==> config.mk <==
export PLATFORM = sky130hd
export DESIGN_NAME = riscv_dii_arbiter
export DESIGN_NICKNAME = d
export VERILOG_FILES = /design/src/rtl/riscv_dii_arbiter.sv
export SDC_FILE = /design/constraint.sdc
export NUM_CORES = 1
export LEC_CHECK = 0
export BUFFER_PORTS_ARGS = -buffer_cell sky130_fd_sc_hd__buf_2
export CAP_MARGIN = 20
export CELL_PAD_IN_SITES_DETAIL_PLACEMENT = 1
export CELL_PAD_IN_SITES_GLOBAL_PLACEMENT = 1
export CORE_AREA = 2 2 133 135
export CTS_BUF_LIST = sky130_fd_sc_hd__clkbuf_2 sky130_fd_sc_hd__clkbuf_4 sky130_fd_sc_hd__clkbuf_8
export CTS_CLUSTER_DIAMETER = 60
export CTS_CLUSTER_SIZE = 20
export DETAILED_ROUTE_END_ITERATION = 8
export DIE_AREA = 0 0 135 137
export PLACE_DENSITY = 0.81
export SYNTH_ARGS = -nofsm -noshare
export SYNTH_HDL_FRONTEND = slang
export SYNTH_SLANG_ARGS = --single-unit
==> constraint.sdc <==
create_clock -name clk -period 5.1 [get_ports clk]
set_input_delay 1.02 -clock clk [delete_from_list [all_inputs] [get_ports clk]]
set_output_delay 1.02 -clock clk [all_outputs]
set_load 0.05 [all_outputs]
==> src/rtl/riscv_dii_arbiter.sv <==
// Packet-granular round-robin arbiter merging PORTS DII flit streams into one stream.
// Define RISCV_DII_ARB_PKTCNT_EN to add per-port completed-packet counters (pkt_count).
module riscv_dii_arbiter #(
    parameter int XLEN      = 64,
    parameter int PORTS     = 4,
    parameter int CNT_WIDTH = 16
) (
    input  logic                       clk,
    input  logic                       rst,
    input  logic [PORTS*XLEN-1:0]      in_data,
    input  logic [PORTS-1:0]           in_last,
    input  logic [PORTS-1:0]           in_valid,
    output logic [PORTS-1:0]           in_ready,
    output logic [XLEN-1:0]            out_data,
    output logic                       out_last,
    output logic                       out_valid,
    input  logic                       out_ready,
    output logic [PORTS-1:0]           grant,
`ifdef RISCV_DII_ARB_PKTCNT_EN
    output logic                       busy,
    output logic [PORTS*CNT_WIDTH-1:0] pkt_count
`else
    output logic                       busy
`endif
);

    localparam int SEL_W = (PORTS > 1) ? $clog2(PORTS) : 1;

    typedef enum logic {
        IDLE   = 1'b0,
        LOCKED = 1'b1
    } state_t;

    state_t             state_q, state_d;
    logic [SEL_W-1:0]   prio_q, prio_d;
    logic [SEL_W-1:0]   sel_q, sel_d;
    logic [PORTS-1:0]   grant_q, grant_d;
    logic               busy_q, busy_d;
    logic               fire;

    generate
        if (PORTS < 1 || CNT_WIDTH < 1) begin : g_bad_param
            $error("riscv_dii_arbiter: PORTS and CNT_WIDTH must be >= 1");
        end
    endgenerate

    // Zero-latency pass-through from the locked port; everything idles low otherwise.
    always_comb begin
        out_data  = '0;
        out_last  = 1'b0;
        out_valid = 1'b0;
        in_ready  = '0;
        for (int i = 0; i < PORTS; i++) begin
            if (state_q == LOCKED && sel_q == SEL_W'(i)) begin
                out_data    = in_data[i*XLEN +: XLEN];
                out_last    = in_last[i];
                out_valid   = in_valid[i];
                in_ready[i] = out_ready;
            end
        end
    end

    assign fire = out_valid & out_ready & out_last;

    always_comb begin
        int  idx;
        logic found;
        idx     = 0;
        found   = 1'b0;
        state_d = state_q;
        prio_d  = prio_q;
        sel_d   = sel_q;
        grant_d = grant_q;
        busy_d  = busy_q;
        case (state_q)
            IDLE: begin
                for (int k = 0; k < PORTS; k++) begin
                    idx = int'(prio_q) + k;
                    if (idx >= PORTS) idx = idx - PORTS;
                    if (!found && in_valid[idx]) begin
                        found   = 1'b1;
                        sel_d   = SEL_W'(idx);
                        grant_d = PORTS'(1) << idx;
                        busy_d  = 1'b1;
                        state_d = LOCKED;
                    end
                end
            end
            LOCKED: begin
                if (fire) begin
                    state_d = IDLE;
                    busy_d  = 1'b0;
                    grant_d = '0;
                    prio_d  = (sel_q == SEL_W'(PORTS - 1)) ? '0 : sel_q + 1'b1;
                end
            end
            default: begin
                state_d = IDLE;
                busy_d  = 1'b0;
                grant_d = '0;
            end
        endcase
    end

    always_ff @(posedge clk) begin
        if (rst) begin
            state_q <= IDLE;
            prio_q  <= '0;
            sel_q   <= '0;
            grant_q <= '0;
            busy_q  <= 1'b0;
        end else begin
            state_q <= state_d;
            prio_q  <= prio_d;
            sel_q   <= sel_d;
            grant_q <= grant_d;
            busy_q  <= busy_d;
        end
    end

    assign grant = grant_q;
    assign busy  = busy_q;

`ifdef RISCV_DII_ARB_PKTCNT_EN
    logic [PORTS-1:0][CNT_WIDTH-1:0] cnt_q, cnt_d;

    always_comb begin
        cnt_d = cnt_q;
        for (int i = 0; i < PORTS; i++) begin
            if (fire && sel_q == SEL_W'(i)) cnt_d[i] = cnt_q[i] + 1'b1;
        end
    end

    always_ff @(posedge clk) begin
        if (rst) cnt_q <= '0;
        else     cnt_q <= cnt_d;
    end

    assign pkt_count = cnt_q;
`endif

endmodule

Word level (Yosys, flattened, before mapping)
Index checks and enable logic that the tools add are counted.
- bits in registers: 10
- bits of input ports: 267
- output and inout port bits: 75
- logic and storage cells: 112
- add/subtract/negate cells: 8
- $lt $le $gt $ge: 8
- eq/ne operators: 5
- shift operators: 4
- muxes and demuxes: 64
- bitwise operators: 3
- reductions and logical operators: 15
- operators by type and width (operator ; count):
    $mux 32 ; 8
    $mux 64 ; 4
    $lt 32x4->1 const B ; 4
    $shl 1x32->4 const A ; 4
    $mux 1 ; 35
    $mux 4 ; 5
    $sub 3x3->4 const B ; 3
    $mux 2 ; 5
    $ge 3x3->1 const B ; 3
    $bmux 1 s2 ; 4
    $pmux 4 s2 ; 1
    $logic_and 1x1->1 ; 7
    $add 2x2->3 const B ; 2
    $reduce_and 2->1 ; 3
    $ne 5x5->1 const B ; 1
    $eq 2x2->1 const B ; 2
    $pmux 1 s2 ; 2
    $reduce_bool 4->1 ; 1
    $sub 2x3->4 const B ; 1
    $add 2x1->3 const B ; 1
    $ge 2x3->1 const B ; 1
    $logic_not 1->1 ; 3
    $add 2x1->2 const B ; 1
    $and 1x1->1 ; 2
    other kinds (4) ; 4

Longest topological paths before layout
- depth in word-level cells: 20
- depth in mapped cells: 10
- depth with buffers taken out: 8

Worst setup path after synthesis
Ideal clock, no wire load.
- kind: register -> output
- from: register sel_q[1]
- to: output port out_data[10]
- data arrival time: 2.644 ns
- required time: 4.080 ns
- path slack: 1.436 ns
- stages on the path, launching flop included: 8
- buffers on the path: 1
- cell sequence: dfxtp_1 inv_1 ha_1 nor2_1 clkbuf_1 a221o_1 o21ai_0 o21ai_0
- cells in the longest elaborated chain, start to end: 6
- elaborated cells on any way between the ends: 12
- those cells by class: eq/ne: 3; mux: 4; reduce/logical: 5
- ends and longest elaborated chain (what ; RTL line ; text):
    from (decl) ; 36 ; logic [SEL_W-1:0] sel_q, sel_d;
    from (signal assigned) ; 115 ; sel_q <= sel_d;
    $logic_not 2->1 ; 54 ; if (state_q == LOCKED && sel_q == SEL_W'(i)) begin
    $logic_and 1x1->1 ; 54 ;
    $mux 64 (3 in series) ; 54 ;
    $mux 64 (*) ; 54 ;
    to (decl) ; 14 ; output logic [XLEN-1:0] out_data,
Every way passes the cells marked *; elsewhere a longest branch is shown, timed or not.

Worst setup path after layout
- from: register sel_q[0]
- to: output port out_data[49]
Same word-level chain as after synthesis.

==> results.json <==
{
  "yosys_warnings": 0,
  "io_pins": 342,
  "ys_ff_latch": 10,
  "seq_area_frac_synth_pct": 7.246,
  "num-fill-cells": 2266,
  "drive_gt1_share_pct": 50.82,
  "die_w_microns": 135,
  "hp-start": "grant[3]",
  "synth-main-ff-cell": "dfxtp_1",
  "num_rows": 48,
  "layout.cells.non_filler": 957,
  "grt.busiest_layer": "met2",
  "wl_mm": 18.42,
  "swShare_pct": 56.31,
  "yosysMostFrequentCell": "o21ai_0",
  "switchingPower_mw": 0.4528,
  "arrival_ps": 2990,
  "cts_num_sinks": 10,
  "finalClockSkew_ps": 2.963,
  "synth_top_cell_area_share_pct": 23.73,
  "synthArstFlopShare_pct": 0,
  "slew_violations": 0,
  "worst-path-buf-inv": 3,
  "synthCells": 426,
  "ir_drop_mv": 0.1200,
  "syn2layout_area_growth_pct": 70.56,
  "rr_startpoint": "prio_q[0]",
  "placed_cells": 950,
  "critical_path.max_stage_delay_ps": 600,
  "die_y_microns": 137,
  "crit_family": "buffers and inverters",
  "htreeDepth": 1,
  "grt_overflow_total": 0,
  "grt_usage_pct": 17.80,
  "grt_pass1_wl_mm": 26.12,
  "gp_congestion": 0.8273,
  "postRouteAntennaNets": 0,
  "status": "finished, final reports clean",
  "ff2ff_path_depth": 8,
  "max_clock_freq_mhz": 249.2,
  "route.detailed.drc": 0,
  "synth_area_per_cell_sq_um": 6.485,
  "cap_violations": 0,
  "hpwl_mm": 14.31,
  "synth-edff-count": 0,
  "synth_nets": 702,
  "end_kind": "output port",
  "seqPwrFrac_pct": 10.9,
  "gr-usage-met1_pct": 23.54,
  "portBuffers": 341,
  "slowest_stage": "and2_2",
  "synth_area_sq_um": 2763,
  "fin_crit_ps": 4013,
  "yosys.area.top_type": "o21ai_0",
  "hold_class": "flip-flop to flip-flop",
  "worst_setup_path_start_kind": "flip-flop",
  "finalInstanceArea_sq_um": 4712,
  "grt_max_degree": 99,
  "min_to": "grant[3]",
  "hold_viol": 0,
  "holdPathStages": 1,
  "ys_types": 49,
  "use_met2_pct": 30.54,
  "cts_setup_buffers": 0,
  "clock_path_buffers": 2,
  "worstPathRequired_ps": 4080,
  "antenna_found_initial": 3,
  "leakagePower_nw": 2.325,
  "met3_usage_pct": 2.370,
  "core-area_sq_um": 17060,
  "root_buffer": "clkbuf_8",
  "drtPass1Iterations": 5,
  "detailed_place.area_sq_um": 4632,
  "clock_latency_ps": 250,
  "vias": 4724,
  "start_util_pct": 16.20,
  "worstPathMaxFanout": 36,
  "yosys-top-cells-area": "o21ai_0 (24%), a221o_1 (23%), nand2_1 (10%), dfxtp_1 (7.2%), clkbuf_1 (5.2%)",
  "drt_iter0_drc": 287,
  "tightest_slew_ps": 943.9,
  "post_cts_resized": 0,
  "wire_per_inst_microns": 19.24,
  "clk_pin_slew_ps": 60,
  "reg2reg_slack_ps": 1800,
  "cp_cell_sequence": "inv_1 -> ha_1 -> and2_2 -> buf_4 -> a221o_1 -> o21ai_0 -> o21ai_0 -> buf_2",
  "first_global_vias": 4584,
  "fin_tns_setup_ps": 0,
  "power_density_nw_per_um2": 170.6,
  "timing.rr.end": "grant[1]",
  "cpMostUsedCell": "o21ai_0",
  "die_area_sq_um": 18500,
  "cts_tree": "yes",
  "vias_per_cell": 4.936,
  "yosys-top-cells-count": "o21ai_0 (131), nand2_1 (74), a221o_1 (64)",
  "utilization_pct": 27.63,
  "comb_power_share_pct": 75.7,
  "post-route-period-util_pct": 78.68,
  "numCtsBuffers": 3,
  "rsz0062_at_grt": "false",
  "hold_ws_ps": 489.4,
  "worstSetupPathType": "flip-flop to output port",
  "maxSlewHeadroom_pct": 37.07,
  "nets": 1007,
  "p_clk_share_pct": 13.4,
  "cts_hold_buf": 0,
  "final-setup-viol-count": 0,
  "internal_power_mw": 0.3512
}
cells by family (layout without fill, tap and decap cells):
logic type	count (synthesis)	in the layout	synth area share, %
AND/OR/NAND/NOR	113	113	18.93
flip-flops	10	10	7.246
multiplexers	11	11	4.982
other	0	2	0
adder cells (fa/ha/maj)	11	11	4.801
buffers and inverters	60	364	8.696
AO/OA/AOI/OAI	221	221	55.34
layout by cell type, fill, tap and decap left out, types with 2 or more instances in the layout:
cell type  count
buf_2        341
o21ai_0      131
nand2_1       73
a221o_1       64
inv_1         11
dfxtp_1       10
nor2_1         9
ha_1           9
mux2i_1        7
a21oi_1        6
buf_4          6
and3_1         5
a22oi_1        4
clkbuf_8       4
nor3b_1        3
diode_2        2
nand2_2        2
and2_2         2
nor2b_1        2
nor3_1         2
mux4_2         2
mux2_2         2
maj3_1         2
a31oi_1        2
a32o_1         2
buf_12         2
sequential cells by signal (all words and copies together), names as in the netlist:
signal,cells
grant,4
prio_q,2
sel_q,2
busy,1
state_q,1
power groups by stage:
stage               sequential [mW]  clock, mW  combinational, mW
floorplan                    0.0923          0              0.379
global placement             0.0883          0              0.596
detailed placement           0.0888          0              0.602
CTS                          0.0874      0.110              0.606
global route                 0.0881      0.112              0.644
finish                       0.0876      0.108              0.609
through the flow:
stage / power (mW) / setup slack [ps]
5_1_grt: 0.8442 / 942.7
4_1_cts: 0.8025 / 1080
3_3_place_gp: 0.6844 / 1449
3_5_place_dp: 0.6905 / 1356
6_report: 0.8040 / 1087
2_1_floorplan: 0.4713 / 1436
per-layer routing:
| layer | share of wire (%) | vias up |
|---|---|---|
| met5 | 0.065 | - |
| met4 | 1.7 | 2 |
| met1 | 42 | 2246 |
| met2 | 49 | 211 |
| met3 | 7.2 | 21 |
| li1 | - | 2244 |
worst max-delay path by stage:
stage | from | end | depth (start not counted)
after detailed placement | sel_q[0] | out_data[49] | 8
after CTS | sel_q[0] | out_data[49] | 8
after global routing | sel_q[0] | out_data[49] | 8
final | sel_q[0] | out_data[49] | 8
after floorplan | sel_q[1] | out_data[10] | 7
after global placement | sel_q[0] | out_data[4] | 8
cell type report:
| cell class | instances | area, sq um | area share [%] |
|---|---|---|---|
| Tap cell | 225 | 281.5 | 5.975 |
| Sequential cell | 10 | 200.2 | 4.249 |
| Clock buffer | 4 | 55.05 | 1.168 |
| Inverter | 11 | 41.29 | 0.8763 |
| Multi-Input combinational cell | 356 | 2337 | 49.60 |
| Antenna cell | 2 | 5.005 | 0.1062 |
| Timing Repair Buffer | 349 | 1792 | 38.02 |
No activity file was read; power rests on OpenSTA's default activity.
